### src/rtl/puf_crp_controller.sv
// rtl/puf_crp_controller.sv - PUF challenge/response initiator with majority vote and instability mask
module puf_crp_controller #(
    parameter int unsigned SETTLE = 8,
    parameter int unsigned NVOTE  = 5,
    parameter logic [31:0] SEED   = 32'h1ACE_B00C
) (
    input  logic        clk_i,
    input  logic        clear_i,
    input  logic        start_i,
    input  logic        use_lfsr_i,
    input  logic [31:0] chal_in_i,
    output logic        busy_o,
    output logic        puf_clear_o,
    output logic        puf_clr_o,
    output logic [31:0] puf_c_o,
    input  logic [31:0] puf_o_i,
    output logic [31:0] resp_o,
    output logic [31:0] unstable_o,
    output logic [31:0] chal_out_o,
    output logic        resp_valid_o,
    input  logic        resp_ready_i
);

    localparam int unsigned CW = (SETTLE > 1) ? $clog2(SETTLE + 1) : 1;
    localparam logic [31:0] LFSR_INIT = (SEED == 32'h0) ? 32'h0000_0001 : SEED;

    typedef enum logic [2:0] {
        S_IDLE,
        S_PRST,
        S_SETTLE,
        S_SAMPLE,
        S_DONE
    } state_t;

    state_t             state_q, state_d;
    logic [CW-1:0]      cnt_q, cnt_d;
    logic [3:0]         vote_q, vote_d;
    logic [31:0]        chal_q, chal_d;
    logic [31:0]        lfsr_q, lfsr_d;
    logic [31:0][3:0]   ones_q, ones_d;
    logic [31:0]        resp_q, resp_d;
    logic [31:0]        unst_q, unst_d;
    logic [31:0]        cout_q, cout_d;
    logic [31:0]        lfsr_next;

    assign lfsr_next = (lfsr_q >> 1) ^ (lfsr_q[0] ? 32'h8020_0003 : 32'h0);

    always_comb begin
        state_d = state_q;
        cnt_d   = cnt_q;
        vote_d  = vote_q;
        chal_d  = chal_q;
        lfsr_d  = lfsr_q;
        ones_d  = ones_q;
        resp_d  = resp_q;
        unst_d  = unst_q;
        cout_d  = cout_q;
        case (state_q)
            S_IDLE: begin
                if (start_i) begin
                    chal_d  = use_lfsr_i ? lfsr_q : chal_in_i;
                    if (use_lfsr_i) begin
                        lfsr_d = lfsr_next;
                    end
                    ones_d  = '0;
                    vote_d  = '0;
                    cnt_d   = '0;
                    state_d = S_PRST;
                end
            end
            S_PRST: begin
                if (cnt_q == CW'(1)) begin
                    cnt_d   = '0;
                    state_d = S_SETTLE;
                end else begin
                    cnt_d = cnt_q + CW'(1);
                end
            end
            S_SETTLE: begin
                if (cnt_q == CW'(SETTLE - 1)) begin
                    cnt_d   = '0;
                    state_d = S_SAMPLE;
                end else begin
                    cnt_d = cnt_q + CW'(1);
                end
            end
            S_SAMPLE: begin
                for (int i = 0; i < 32; i++) begin
                    ones_d[i] = ones_q[i] + 4'(puf_o_i[i]);
                end
                vote_d = vote_q + 4'd1;
                if (vote_q == 4'(NVOTE - 1)) begin
                    // Result registers load together with the final count so DONE presents it at once.
                    for (int i = 0; i < 32; i++) begin
                        resp_d[i] = ones_d[i] > 4'(NVOTE / 2);
                        unst_d[i] = (ones_d[i] != 4'd0) && (ones_d[i] != 4'(NVOTE));
                    end
                    cout_d  = chal_q;
                    state_d = S_DONE;
                end else begin
                    state_d = S_PRST;
                end
            end
            S_DONE: begin
                if (resp_ready_i) begin
                    state_d = S_IDLE;
                end
            end
            default: state_d = S_IDLE;
        endcase
    end

    always_ff @(posedge clk_i) begin
        if (clear_i) begin
            state_q <= S_IDLE;
            cnt_q   <= '0;
            vote_q  <= '0;
            chal_q  <= '0;
            lfsr_q  <= LFSR_INIT;
            ones_q  <= '0;
            resp_q  <= '0;
            unst_q  <= '0;
            cout_q  <= '0;
        end else begin
            state_q <= state_d;
            cnt_q   <= cnt_d;
            vote_q  <= vote_d;
            chal_q  <= chal_d;
            lfsr_q  <= lfsr_d;
            ones_q  <= ones_d;
            resp_q  <= resp_d;
            unst_q  <= unst_d;
            cout_q  <= cout_d;
        end
    end

    // The array is only released from reset while a challenge is settling or being sampled.
    assign puf_clear_o  = !((state_q == S_SETTLE) || (state_q == S_SAMPLE));
    assign puf_clr_o    = puf_clear_o;
    assign puf_c_o      = chal_q;
    assign busy_o       = (state_q != S_IDLE);
    assign resp_valid_o = (state_q == S_DONE);
    assign resp_o       = resp_q;
    assign unstable_o   = unst_q;
    assign chal_out_o   = cout_q;

endmodule
### config.mk
export PLATFORM = sky130hd
export DESIGN_NAME = puf_crp_controller
export DESIGN_NICKNAME = d
export VERILOG_FILES = /design/src/rtl/puf_crp_controller.sv
export SDC_FILE = /design/constraint.sdc
export NUM_CORES = 1
export LEC_CHECK = 0
export BUFFER_PORTS_ARGS = -buffer_cell sky130_fd_sc_hd__buf_2
export CAP_MARGIN = 10
export CORE_AREA = 3 3 198 200
export CTS_BUF_LIST = sky130_fd_sc_hd__clkbuf_4
export DETAILED_ROUTE_END_ITERATION = 16
export DIE_AREA = 0 0 201 203
export SLEW_MARGIN = 20
export SYNTH_ARGS = -nofsm -noshare
export SYNTH_HDL_FRONTEND = slang
export SYNTH_SLANG_ARGS = --single-unit
### constraint.sdc
create_clock -name clk_i -period 3.1 [get_ports clk_i]
set_input_delay 0.155 -clock clk_i [delete_from_list [all_inputs] [get_ports clk_i]]
set_output_delay 0.155 -clock clk_i [all_outputs]
set_load 0.03 [all_outputs]
==> metrics.txt <==
insertion delay to the later sink of the worst-skew pair=0.74 ns; CTS max path bufs=3; Synth area leaders=dfxtp_1 (46%), nor2_1 (6.8%), xnor2_1 (6.6%); Post-synth EDFFs=0; critical path required time=3.72 ns; row count=71; worst slew pin tran=0.9965 ns; final setup vio count=0; Ports=201; detailed placement HPWL=20.40 mm; Tot GR Track Use=0.1621; Critical Path AT=3.29 ns; first-pass GRT wire length=55.86 mm; PwrDens=599.3 mW/mm^2; Mean Syn Cell Area=8.545 sq um; net count after synthesis=1666; via/cell ratio=4.938; Total Nets Final=1942; FF-to-FF Start=state_q[1]; CTS tree=built; initial antenna violation count=1; Final period util=0.8609; Reg area=0.005986 sq mm; Setup TNS Final=0 ns; met3 routed WL=2.071 mm; Die Wd=201 microns; share of cells above drive strength 1=0.1906; peak supply drop=0.2550 mV; Pleak=6.774 nW; Num CTS Buffers=84; core area=0.03758 sq mm; fill count=3762; Mapped Area=0.01307 sq mm; wire per inst=14.12 microns; met2 wire len=15.32 mm; leading cell type in the layout, fill and taps excluded=dfxtp_1; first-pass detailed-route iteration total=5; setup ws final=0.4312 ns; DR DRC count=0; leading area contributor after synthesis=dfxtp_1; area used by multi-input combinational logic=0.006640 sq mm; Placed Cells=2149; initial core utilization=0.3477; clock sinks=299; clock slew at reported path FFs=0.07 ns; RD Place Congestion=0.7325; Min-Delay Path Class=input port to flip-flop; Top FF cell, synth=dfxtp_1; RSZ-0062 raised after global routing=no; final clock skew=0.04884 ns; min Tclk post-route=2.669 ns; Vias=11.73k; Worst Setup SP=state_q[1]; CP max stage delay=0.66 ns; most used cell, CP=buf_4; Post-Synthesis Cells=1529; top cell type's share of synthesized area=0.4581; die area=0.04080 sq mm; Slew HR=0.3340; CP Class=flip-flop to flip-flop; FF+latch count, synth=299; Slowest-stage cell, CP=buf_4; Starting DRT DRC Count=643; vias in the first global route=11.49k; sequential share of the synthesized area=0.4581; Max-cap violations=0; distinct cell type count after synthesis=39; final slew viol count=0; post-route design area=0.01635 sq mm; Worst Path Max Fanout=74; crit start category=flip-flop; commonest cells after routing, fill and taps aside=dfxtp_1 (299), nor2_1 (234), buf_2 (199), nand2_1 (189), nor3_1 (130); grt total ovfl=0; CTS H-tree depth=3; clock root buffer=clkbuf_4; Ys Warns=0; M1 WL=15.40 mm; Critical Path End Type=flip-flop; Worst Hold Launch=resp_ready_i; Async S/R FF share, synth=0; die extent in y=203 microns; Post-Layout Cell Count=2375; status=finished, final reports clean; Syn-to-layout area delta=25.13%; largest net degree at the start of global routing=112; DP Area=0.01446 sq mm; DRT Wirelength=33.53 mm; critical-path cell list=and3b_4 -> buf_4 -> buf_4 -> a21oi_1 -> nor3_1; Final ANT Viol Nets=0; Max Used Layer=met4; Port Buffer Count=200; Fin. Hold Viols=0; Post-Place Setup Slack=0.4073 ns; fmax=0.3747 GHz
stage by stage:
step	hold WS [ns]	total power, mW	util
4_1_cts	0.1985	9.992	0.4350
3_3_place_gp	0.4391	6.103	0.3848
3_5_place_dp	0.4419	6.133	0.3848
2_1_floorplan	0.3368	5.632	-
5_1_grt	0.2764	10.41	0.4351
6_report	0.3110	9.797	0.4351
final timing paths:
check	to	slack, ns	cells past startpoint
worst max-delay path	ones_q[102]	0.43	5
worst min-delay path	state_q[2]	0.31	4
worst max register to register	ones_q[102]	0.43	5
worst min register to register	chal_out_o[25]	0.45	2
state kept, by name, indices dropped and copies added (netlist names):
register,flops
chal_out_o,32
cnt_q,4
lfsr_q,32
ones_q,128
puf_c_o,32
resp_o,32
state_q,3
unstable_o,32
vote_q,4
routing by layer:
metal  GRT usage  vias up
met4     0.06524        0
li1            -     5927
met3     0.03944       58
met2      0.2616      304
met5           0        -
met1      0.2090     5439
where the power goes:
group | leakage [nW] | switching, mW | total [mW] | internal (mW)
combinational | 3.72 | 1.22 | 1.84 | 0.627
sequential | 2.42 | 0.204 | 4.28 | 4.08
clock | 0.633 | 1.67 | 3.67 | 2.00
worst max-delay path: cells and delay by family (launching register included):
| family | cells | cell delay (ns) |
|---|---|---|
| AO/OA/AOI/OAI | 1 | 0.14 |
| flip-flops | 1 | 0.59 |
| buffers and inverters | 2 | 1.31 |
| AND/OR/NAND/NOR | 2 | 0.52 |
area by class of cell:
cell class / instances / area share
inverters: 3 / 0.0006888
repair buffers: 299 / 0.1220
clock buffers: 118 / 0.05419
flip-flops and latches: 299 / 0.3661
well taps: 511 / 0.03911
diodes: 1 / 0.0001531
clock inverters: 26 / 0.01156
multi-input cells: 1118 / 0.4062
cell usage after synthesis (2+ instances only):
cell	count
nand2_1	189
a211oi_1	35
nor3b_1	2
nor4_1	32
nor3_1	130
ha_1	68
o21ai_1	8
buf_1	6
dfxtp_1	299
inv_1	3
nand3b_1	17
nand3_1	35
o21ai_0	24
a21oi_1	87
o2bb2ai_1	2
nor2_1	236
a22oi_1	97
nand2b_1	5
xnor2_1	98
buf_2	33
nor2b_1	4
xor2_1	3
mux2i_1	32
clkbuf_1	69
logic make-up after synthesis:
family                   synth area share
XOR/XNOR                          0.06771
multiplexers                      0.02538
flip-flops                         0.4581
adder cells (fa/ha/maj)           0.06512
buffers and inverters             0.03563
AND/OR/NAND/NOR                    0.2218
AO/OA/AOI/OAI                      0.1262
what timing repair did:
item,CTS,global route
endpoints found under the hold margin,190,0
resized for setup,0,0
buffers inserted,0,0
hold buffers,81,0
Note: power is estimated with default switching activity, not from simulation.
